<file path="config.mk">
export PLATFORM = sky130hd
export DESIGN_NAME = freq_div_ctrl
export DESIGN_NICKNAME = d
export VERILOG_FILES = /design/src/rtl/freq_div_ctrl.sv
export SDC_FILE = /design/constraint.sdc
export NUM_CORES = 1
export LEC_CHECK = 0
export CAP_MARGIN = 20
export CORE_MARGIN = 4
export CORE_UTILIZATION = 49
export DETAILED_ROUTE_END_ITERATION = 16
export PLACE_DENSITY = 0.73
export SYNTH_ARGS = -nofsm -noshare
export SYNTH_HDL_FRONTEND = slang
export SYNTH_SLANG_ARGS = --single-unit
</file>
<file path="constraint.sdc">
create_clock -name clk_in -period 15.4 [get_ports clk_in]
set_input_delay 1.54 -clock clk_in [delete_from_list [all_inputs] [get_ports clk_in]]
set_output_delay 1.54 -clock clk_in [all_outputs]
set_load 0.02 [all_outputs]
</file>
<file path="src/rtl/freq_div_ctrl.sv">
// Programmable clock-divider sequencer: owns the divide ratio, runs/stops clk_out and tick.
// Optional FREQ_DIV_CTRL_CNT_EN adds a 16-bit period counter output (period_cnt).
module freq_div_ctrl #(
  parameter int WIDTH       = 32,
  parameter int DEFAULT_DIV = 2
) (
  input  logic             clk_in,
  input  logic             rst,
  input  logic             en,
  input  logic             cfg_valid,
  input  logic [WIDTH-1:0] cfg_div,
  output logic             cfg_ready,
  output logic             cfg_err,
  output logic             clk_out,
  output logic             tick,
`ifdef FREQ_DIV_CTRL_CNT_EN
  output logic [15:0]      period_cnt,
`endif
  output logic             busy
);

  localparam logic [1:0] IDLE = 2'd0;
  localparam logic [1:0] RUN  = 2'd1;
  localparam logic [1:0] STOP = 2'd2;

  logic [1:0]       r_state;
  logic [WIDTH-1:0] r_cnt;
  logic [WIDTH-1:0] r_divAct;
  logic             r_pend;
  logic [WIDTH-1:0] r_pendVal;
  logic             r_cfgErr;
  logic             r_clkOut;
  logic             r_tick;
  logic             r_busy;

  logic [1:0]       w_state;
  logic [WIDTH-1:0] w_cnt;
  logic [WIDTH-1:0] w_divAct;
  logic             w_pend;
  logic [WIDTH-1:0] w_pendVal;
  logic             w_accept;
  logic             w_bad;
  logic             w_boundary;
  logic [WIDTH:0]   w_hiLen;

  assign w_accept   = cfg_valid & ~r_pend;
  assign w_bad      = (cfg_div < WIDTH'(2));
  assign w_boundary = (r_cnt == r_divAct - WIDTH'(1));

  always_comb begin
    w_state   = r_state;
    w_cnt     = r_cnt;
    w_divAct  = r_divAct;
    w_pend    = r_pend;
    w_pendVal = r_pendVal;
    case (r_state)
      IDLE: begin
        w_cnt = '0;
        if (w_accept && !w_bad) w_divAct = cfg_div;
        if (en) w_state = RUN;
      end
      RUN: begin
        if (w_boundary) begin
          if (en) begin
            w_cnt = '0;
            if (r_pend) begin
              w_divAct = r_pendVal;
              w_pend   = 1'b0;
            end
          end else begin
            w_state = STOP;
          end
        end else begin
          w_cnt = r_cnt + WIDTH'(1);
        end
        // A ratio accepted mid-period waits for the next boundary
        if (w_accept && !w_bad) begin
          w_pend    = 1'b1;
          w_pendVal = cfg_div;
        end
      end
      STOP: begin
        w_state = IDLE;
        w_cnt   = '0;
        if (r_pend) begin
          w_divAct = r_pendVal;
          w_pend   = 1'b0;
        end
        if (w_accept && !w_bad) w_divAct = cfg_div;
      end
      default: begin
        w_state = IDLE;
        w_cnt   = '0;
      end
    endcase
  end

  // Outputs are registered from the next-state values so they line up with the new counter
  assign w_hiLen = ({1'b0, w_divAct} + (WIDTH+1)'(1)) >> 1;

  always_ff @(posedge clk_in) begin
    if (rst) begin
      r_state   <= IDLE;
      r_cnt     <= '0;
      r_divAct  <= WIDTH'(DEFAULT_DIV);
      r_pend    <= 1'b0;
      r_pendVal <= '0;
      r_cfgErr  <= 1'b0;
      r_clkOut  <= 1'b0;
      r_tick    <= 1'b0;
      r_busy    <= 1'b0;
    end else begin
      r_state   <= w_state;
      r_cnt     <= w_cnt;
      r_divAct  <= w_divAct;
      r_pend    <= w_pend;
      r_pendVal <= w_pendVal;
      r_cfgErr  <= w_accept & w_bad;
      r_clkOut  <= (w_state == RUN) && ({1'b0, w_cnt} < w_hiLen);
      r_tick    <= (w_state == RUN) && (w_cnt == '0);
      r_busy    <= (w_state != IDLE);
    end
  end

`ifdef FREQ_DIV_CTRL_CNT_EN
  logic [15:0] r_periodCnt;

  always_ff @(posedge clk_in) begin
    if (rst) r_periodCnt <= '0;
    else if (r_tick) r_periodCnt <= r_periodCnt + 16'd1;
  end

  assign period_cnt = r_periodCnt;
`endif

  assign cfg_ready = ~r_pend;
  assign cfg_err   = r_cfgErr;
  assign clk_out   = r_clkOut;
  assign tick      = r_tick;
  assign busy      = r_busy;

endmodule

</file>
==> results_dict.tcl, run 1 <==
set metrics [dict create \
    hold_viol_final 0 \
    ys_ff_latch 103 \
    synth_nets 1283 \
    io_pins 41 \
    post_cts_buffers 0 \
    grt_pass1_wl_um 44430 \
    finalSetupViolCount 0 \
    port_buffers 40 \
    rsz0062_at_grt "no" \
    dp_cells 1404 \
    slew_violations 0 \
    layout_min_cycle_time_ns 7.953 \
    utilization_pct 55.32 \
    n_fill_cell 1664 \
    hp-start "r_pendVal[28]" \
    tightest_slew_ns 1.083 \
    std_cell_rows 47 \
    initial_core_util_pct 50.54 \
    antenna_found_initial 0 \
    yosysMostFrequentCell "nand2_1" \
    area_delta_synth_final_pct 9.466 \
    net-switching-power_mw 0.2720 \
    hold-path-cell-count 2 \
    relSlewSlack_pct 27.33 \
    fin_crit_sh_pct 51.64 \
    dr.pass1.iters 5 \
    top_usage_layer "met2" \
    wl_per_cell_um 20.25 \
    avgSynthCellArea_um2 7.007 \
    status "finished clean" \
    holdWs_ns 0.4687 \
    fin_tns_setup_ns 0 \
    core_mm2 0.01682 \
    die_h_um 139.7 \
    pwr-share-seq_pct 39.1 \
    ant_nets 0 \
    r2r_start "r_divAct[9]" \
    fin_cells 1421 \
    synthTopCellsByArea "dfxtp_1 24%, nand2_1 9.6%, a21oi_1 5.4%, nor2_1 5.2%, ha_1 5.0%" \
    worstHoldEndpoint "r_pendVal[28]" \
    synth_ff_type "dfxtp_1" \
    grt_usage_pct 28.36 \
    cp_max_fo 24 \
    cts_buffers 9 \
    ys_types 70 \
    h-tree-depth 3 \
    met3_usage_pct 4.494 \
    clk_pin_slew_ns 0.08 \
    gp_congestion 1.005 \
    synth-edff-count 0 \
    grtUsageMet2_pct 46.32 \
    synth_area_mm2 0.008499 \
    hold_path.class "flip-flop to flip-flop" \
    fmax_ghz 0.1257 \
    share_comb_of_total_power_pct 27.2 \
    endpoint_kind "flip-flop" \
    r2r_end "clk_out" \
    design_area_mm2 0.009304 \
    clkPwrFrac_pct 33.7 \
    post_cts_resized 0 \
    grt_max_degree 100 \
    yosysSeqAreaShare_pct 24.26 \
    worst_ep_arrival_time_ns 8.24 \
    power_density_mw_per_mm2 83.70 \
    async_flop_share_pct 0 \
    drt_iter0_drc 872 \
    start_kind "flip-flop" \
    hold_buffers 0 \
    worst_r2r_path_depth 25 \
    power.leakage_nw 3.359 \
    rrSetupSlack_ns 7.45 \
    cts_sinks 103 \
    wl_um 28770 \
    dpl-instance-area_mm2 0.008970 \
    yosys_warnings 0 \
    grtUsageMet1_pct 37.64 \
    finalClockSkew_ns 0.006727 \
    p_sw_share_pct 34.92 \
    die-area_mm2 0.01952 \
    hpwl_um 21230 \
    overflow 0 \
    vdd_drop_max_uv 81.00 \
    grt_pass1_vias 8047 \
    drv_cap 0 \
    antennaDiodeCount 0 \
    drc_errors 0 \
    clk_path_buf_depth 2 \
    drive_gt1_share_pct 6.994 \
    clock_latency_ns 0.37 \
    required_ns 15.69 \
    critPathKind "flip-flop to flip-flop" \
    postSynthCellCount 1213 \
    synth_top_area_share_pct 24.26 \
    p_int_mw 0.5068 \
    cts_tree "yes" \
    vias 9088 \
    dieWidth_um 139.7 \
    synth_top_area_cell "dfxtp_1" \
    vias_per_cell 6.395 \
    clockRootBuffer "clkbuf_16" \
    finish.net_count 1266 \
    ys_top_cells_by_count "217 x nand2_1, 118 x nor2_1, 103 x dfxtp_1, 91 x a21oi_1, 64 x clkbuf_1" \
]
==> metal layers <==
metal / vias up / part of all wire [%]
li1: 4316 / -
met1: 4330 / 41
met2: 369 / 48
met3: 73 / 7.7
met4: 0 / 3.3
met5: - / 0
==> placed cells by master, fill, tap and decap left out, drive strengths merged, types with 4 or more instances in the layout <==
master         Yosys  layout
mux2i             10      10
or2                4       4
o211ai            11      11
o22ai              4       4
a311oi            21      21
nand4             25      25
and4               5       5
a211oi             4       4
a21oi             91      91
o21ai             34      34
nand3b             5       5
mux2              12      12
xnor2             37      37
nor2             118     118
nor2b             37      37
clkbuf            65       9
o31ai              4       4
nor3              32      32
nand3             42      42
inv               30      32
nor3b              4       4
and2               9       9
a31o               8       8
buf               22      20
a2111oi            4       4
and3              16      16
or3               19      19
a21o              11      11
nor4              39      39
nand2            218     218
dfxtp            103     103
or4               17      17
ha                34      34
clkdlybuf4s50      0      39
a31oi             40      40
nor4b              6       6
nand2b            10      10
xor2              30      30
==> power groups by stage <==
stage	registers (mW)	logic (mW)	clock network, mW
4_1_cts	0.303	0.208	0.263
6_report	0.304	0.212	0.262
2_1_floorplan	0.297	0.153	0
5_1_grt	0.307	0.231	0.274
3_5_place_dp	0.310	0.207	0
3_3_place_gp	0.309	0.205	0
==> how the worst max path moves through the flow <==
| stage | from | to | slack [ns] |
|---|---|---|---|
| 3_5_place_dp | cfg_div[1] | clk_out | 7.37 |
| 2_1_floorplan | r_divAct[0] | clk_out | 8.28 |
| 6_report | r_divAct[9] | clk_out | 7.45 |
| 5_1_grt | r_divAct[9] | clk_out | 6.82 |
| 3_3_place_gp | cfg_div[1] | clk_out | 7.44 |
| 4_1_cts | r_divAct[4] | clk_out | 7.35 |
==> registers in the layout, summed over array words and instances, names as in the netlist <==
signal / flops
tick: 1
r_divAct: 32
r_cnt: 32
busy: 1
cfg_err: 1
r_state: 2
clk_out: 1
r_pend: 1
r_pendVal: 32
==> per-stage QoR <==
step           setup WS [ns]  total power, mW
2_1_floorplan          8.282           0.4491
3_3_place_gp           7.437           0.5143
3_5_place_dp           7.372           0.5165
4_1_cts                7.353           0.7748
5_1_grt                6.823           0.8116
6_report               7.447           0.7787
==> critical path, cell delays in order, from the launching register on <==
cell and delay [ns]:
dfxtp_1 0.41, nor4_1 0.89, nand4_1 0.34, or4_1 0.58
a32oi_1 0.16, and4b_1 0.27, and3_1 0.48, nand3_2 0.61
mux2_2 0.52, a211oi_2 0.32, nand4_1 0.63, nor2_1 0.32
xor2_1 0.17, ha_1 0.26, a21o_1 0.16, a21o_1 0.17
a21o_1 0.16, a21o_1 0.16, a21o_1 0.17, a21o_1 0.16
a21oi_1 0.13, nor2_1 0.05, o31a_1 0.28, o21ai_0 0.17
nand3_1 0.09, a41oi_1 0.19
==> area by class of cell <==
| cell class | count | area [um^2] | area share (%) |
|---|---|---|---|
| Clock buffer | 9 | 225.2 | 2.421 |
| Clock inverter | 7 | 103.9 | 1.116 |
| Inverter | 30 | 112.6 | 1.210 |
| Multi-Input combinational cell | 993 | 5986 | 64.34 |
| Sequential cell | 103 | 2063 | 22.18 |
| Tap cell | 220 | 275.3 | 2.959 |
| Timing Repair Buffer | 59 | 538.0 | 5.783 |
==> cells by family (layout without fill, tap and decap cells) <==
kind of cell    Yosys count  after routing  share of synthesized area (%)
simple gates            613            613                          35.95
flops                   103            103                          24.26
mux                      22             22                          2.768
xor+xnor                 67             67                          6.904
fa+ha+maj                34             34                          5.005
compound gates          257            257                          19.49
buf+inv                 117            105                          5.623
(Power assumes the default switching activity.)
==> inputs of run 2 (changes only) <==
--- a/config.mk
+++ b/config.mk
@@ -9,7 +9,7 @@
 export CORE_MARGIN = 4
 export CORE_UTILIZATION = 49
 export DETAILED_ROUTE_END_ITERATION = 16
-export PLACE_DENSITY = 0.73
+export PLACE_DENSITY = 0.76
 export SYNTH_ARGS = -nofsm -noshare
 export SYNTH_HDL_FRONTEND = slang
 export SYNTH_SLANG_ARGS = --single-unit
==> constraint.sdc (replaced) <==
create_clock -name clk_in -period 6.55 [get_ports clk_in]
set_input_delay 0.655 -clock clk_in [delete_from_list [all_inputs] [get_ports clk_in]]
set_output_delay 0.655 -clock clk_in [all_outputs]
set_load 0.02 [all_outputs]
==> results_dict.tcl, run 2 (synthesis gave the netlist of run 1 again) <==
set metrics [dict create \
    slowest_delay_ns 0.54 \
    std_cell_rows 47 \
    cp_common_cell "a21o_1" \
    antenna_found_initial 0 \
    gp_congestion 0.9855 \
    violations "negative setup slack" \
    die-area_mm2 0.01952 \
    hpwl_um 21790 \
    finalClockSkew_ns 0.01271 \
    clk_pin_slew_ns 0.08 \
    cts_sinks 103 \
    hold_buffers 0 \
    worst_ep_arrival_time_ns 6.87 \
    port_buffers 40 \
    h-tree-depth 3 \
    rsz0062_at_grt "yes" \
    layout_commonest_cell "nand2_1" \
    die_h_um 139.7 \
    design_area_mm2 0.009874 \
    required_ns 6.84 \
    biggestRegsByFlops "r_cnt (32), r_divAct (32), r_pendVal (32)" \
    finish.net_count 1332 \
    drive_gt1_share_pct 12.79 \
    cp_max_fo 5 \
    ant_nets 0 \
    grt_usage_pct 28.25 \
    finalSetupViolCount 1 \
    dr.pass1.iters 6 \
    dieWidth_um 139.7 \
    overflow 0 \
    drt_iter0_drc 987 \
    dpl-instance-area_mm2 0.009448 \
    clockRootBuffer "clkbuf_16" \
    drc_errors 0 \
    fmax_ghz 0.1520 \
    fin_tns_setup_ns -0.02850 \
    cts_tree "yes" \
    hold_path.class "flip-flop to flip-flop" \
    cts_buffers 9 \
    grt_pass1_vias 8308 \
    tightest_slew_ns 1.135 \
    grt_max_degree 74 \
    antennaDiodeCount 0 \
    power_density_mw_per_mm2 187.2 \
    finalPower_mw 1.849 \
    relSlewSlack_pct 23.37 \
    start_kind "flip-flop" \
    grt_pass1_wl_um 44460 \
    endpoint_kind "flip-flop" \
    wl_per_cell_um 19.38 \
    pre_cts_ws_ns -0.1041 \
    initial_core_util_pct 50.54 \
    power.leakage_nw 3.722 \
    clk_path_buf_depth 2 \
    layout_min_cycle_time_ns 6.578 \
    io_pins 41 \
    hold_viol_final 0 \
    core_mm2 0.01682 \
    slew_violations 0 \
    vias 9238 \
    area_delta_synth_final_pct 16.18 \
    holdWs_ns 0.4734 \
    final_cell_mix "217 x nand2_1, 116 x nor2_1, 99 x dfxtp_1" \
    clock_latency_ns 0.37 \
    crit_slowest_cell "or4_4" \
    fin_crit_sh_pct 100.4 \
    vias_per_cell 6.213 \
    fin_ws_ns -0.02850 \
    drv_cap 0 \
    critPathKind "flip-flop to flip-flop" \
    status "finished with violations" \
    vdd_drop_max_uv 160.2 \
    wl_um 28820 \
]
run 2: cell count changes in the layout (fill, tap and decap cells not counted), moves of 2 or more:
cell	before	now
dfxtp_2	1	4
or4_4	3	5
nor3_2	6	4
nor4_1	36	34
nor4_4	0	2
dfxtp_1	102	99
buf_4	19	83
nor3_4	0	2
or4_1	14	12
clkinv_4	3	1
run 2: what timing repair did:
item | CTS | global route
buffers inserted | 0 | 6
setup endpoints to repair | 1 | 1
resized for setup | 4 | 13
gates cloned | 0 | 0
pin swaps | 1 | 18
run 2: where the power goes:
group / switching (mW) / internal [mW]
Clock: 0.272 / 0.301
Sequential: 0.0397 / 0.660
Combinational: 0.340 / 0.235
Total: 0.652 / 1.20
run 2: per-layer routing:
layer | GRT usage (%) | vias to the layer above | share of wire, % | wire length, um
li1 | - | 4433 | - | -
met1 | 35.63 | 4314 | 42 | 12000
met2 | 47.15 | 418 | 47 | 13580
met3 | 7.101 | 73 | 8.3 | 2389
met4 | 9.434 | 0 | 3.0 | 855
met5 | 0 | - | 0 | 0
run 2: worst paths after layout:
path | slack (ns) | endpoint | cells after the start | start
max | -0.03 | clk_out | 26 | r_divAct[11]
min | 0.47 | r_pendVal[29] | 2 | r_pendVal[29]
max reg2reg | -0.03 | clk_out | 26 | r_divAct[11]
min reg2reg | 0.47 | r_pendVal[29] | 2 | r_pendVal[29]
run 2: through the flow:
step,utilization [%],cells
after global routing,58.71,1487
final,58.71,1487
after global placement,56.17,1465
after floorplan,-,1213
after CTS,58.09,1481
after detailed placement,56.17,1465
run 2: layout make-up:
| type | count | area, um^2 |
|---|---|---|
| Timing Repair Buffer | 125 | 1050 |
| Multi-Input combinational cell | 993 | 6067 |
| Clock inverter | 7 | 77.57 |
| Sequential cell | 103 | 2067 |
| Tap cell | 220 | 275.3 |
| Clock buffer | 9 | 225.2 |
| Fill cell | 1608 | 6944 |
| Inverter | 30 | 112.6 |
run 2: critical path: cells and delay by family (launching register included):
kind,cells,cell delay [ns]
adder cells (fa/ha/maj),1,0.19
AO/OA/AOI/OAI,14,2.70
XOR/XNOR,1,0.11
flip-flops,1,0.33
AND/OR/NAND/NOR,9,3.06
buffers and inverters,1,0.13
==> inputs of run 3 (changes only) <==
--- a/config.mk
+++ b/config.mk
@@ -9,7 +9,7 @@
 export CORE_MARGIN = 4
 export CORE_UTILIZATION = 49
 export DETAILED_ROUTE_END_ITERATION = 16
-export PLACE_DENSITY = 0.76
+export PLACE_DENSITY = 0.7
 export SYNTH_ARGS = -nofsm -noshare
 export SYNTH_HDL_FRONTEND = slang
 export SYNTH_SLANG_ARGS = --single-unit
==> results_dict.tcl, run 3 (synthesis gave the netlist of run 1 again) <==
set metrics [dict create \
    status "finished clean" \
    port_buffers 40 \
    vias 9312 \
    wl_met1_um 12270 \
    dieWidth_um 139.7 \
    finalClockSkew_ns 0.01059 \
    slew_violations 0 \
    slowest_delay_ns 0.54 \
    drive_gt1_share_pct 13.05 \
    die_h_um 139.7 \
    start_kind "flip-flop" \
    finalPower_mw 1.868 \
    finalSetupViolCount 0 \
    cp_common_cell "a21o_1" \
    hpwl_um 22080 \
    vdd_drop_max_uv 135.2 \
    area_delta_synth_final_pct 16.49 \
    final_cell_mix "217 x nand2_1, 115 x nor2_1, 101 x dfxtp_1" \
    endpoint_kind "flip-flop" \
    cts_tree "yes" \
    vias_per_cell 6.275 \
    grt_usage_pct 28.60 \
    fin_crit_sh_pct 99.49 \
    hold_viol_final 0 \
    tightest_slew_ns 1.146 \
    cts_sinks 103 \
    cp_max_fo 5 \
    highest_layer "met4" \
    core_mm2 0.01682 \
    rsz0062_at_grt "yes" \
    biggestRegsByFlops "r_cnt (32), r_divAct (32), r_pendVal (32)" \
    drt_iter0_drc 936 \
    antennaDiodeCount 0 \
    crit_slowest_cell "or4_4" \
    critPathKind "flip-flop to flip-flop" \
    relSlewSlack_pct 22.61 \
    wl_per_cell_um 19.55 \
    dpl-instance-area_mm2 0.009479 \
    clk_pin_slew_ns 0.08 \
    fin_ws_ns 0.03339 \
    fmax_ghz 0.1535 \
    worst_ep_arrival_time_ns 6.80 \
    std_cell_rows 47 \
    grt_pass1_vias 8443 \
    ant_nets 0 \
    clk_path_buf_depth 2 \
    wl_met2_um 13670 \
    overflow 0 \
    route.met3.wl_um 2154 \
    design_area_mm2 0.009901 \
    wl_um 29010 \
    fin_tns_setup_ns 0 \
    layout_commonest_cell "nand2_1" \
    drv_cap 0 \
    io_pins 41 \
    finish.net_count 1329 \
    required_ns 6.84 \
    clockRootBuffer "clkbuf_16" \
    power.leakage_nw 3.707 \
    drc_errors 0 \
    clock_latency_ns 0.36 \
    n_fill_cell 1647 \
    layout_min_cycle_time_ns 6.517 \
    crit_buf_inv 0 \
    h-tree-depth 3 \
    cts_buffers 9 \
    grt_max_degree 81 \
    dr.pass1.iters 6 \
    initial_core_util_pct 50.54 \
    pre_cts_ws_ns -0.03357 \
    path_delay_family "simple AND/OR/NAND/NOR gates" \
    grt_pass1_wl_um 45330 \
    hold_path.class "flip-flop to flip-flop" \
    gp_congestion 0.9884 \
    die-area_mm2 0.01952 \
    power_density_mw_per_mm2 188.7 \
    antenna_found_initial 0 \
]
run 3: worst reg2reg max path, delay by kind of cell, from the launching register on:
family / cells / cell delay (ns)
AOI/OAI and AO/OA: 14 / 2.75
xor gates and xnor gates: 1 / 0.12
and+or+nand+nor: 9 / 3.08
adders and majority gates: 1 / 0.19
DFF: 1 / 0.32
run 3: layout make-up:
cell class                      count  area (um^2)  area share [%]
Multi-Input combinational cell    993         6095           61.56
Sequential cell                   103         2064           20.85
Timing Repair Buffer              122         1040           10.50
Tap cell                          220        275.3           2.780
Clock buffer                        9        225.2           2.275
Inverter                           30        112.6           1.137
Clock inverter                      7        88.84          0.8973
run 3: repair_timing:
action                     CTS  global route
cloned                       0             0
pin swaps                    0            16
setup endpoints to repair    1             1
setup buffers                0             3
hold buffers                 0             0
gates resized for setup      3            20
run 3: path summary, 6_finish.rpt:
check / startpoint / endpoint / slack, ns / cells past startpoint
max: r_divAct[8] / clk_out / 0.03 / 25
min: r_pendVal[16] / r_pendVal[16] / 0.48 / 2
max reg2reg: r_divAct[8] / clk_out / 0.03 / 25
min reg2reg: r_pendVal[16] / r_pendVal[16] / 0.48 / 2
run 3: where the power goes:
group          switching (mW)  leakage, nW  internal (mW)  total (mW)
Sequential             0.0423        0.842          0.660       0.702
Clock                   0.287        0.152          0.307       0.593
Combinational           0.336         2.71          0.237       0.573
Total                   0.664         3.71           1.20        1.87
run 3: per-layer routing:
metal  GRT usage (%)  vias to the layer above
met5               0                        -
met2           47.02                      407
li1                -                     4447
met1           37.65                     4387
met3           5.489                       71
met4           9.638                        0
run 3: per-stage QoR:
stage | utilization [%] | hold slack, ns | std cells
floorplan | - | 0.4450 | 1213
global placement | 56.36 | 0.4587 | 1465
detailed placement | 56.36 | 0.4652 | 1465
CTS | 58.28 | 0.4769 | 1481
global route | 58.87 | 0.4932 | 1484
finish | 58.87 | 0.4754 | 1484
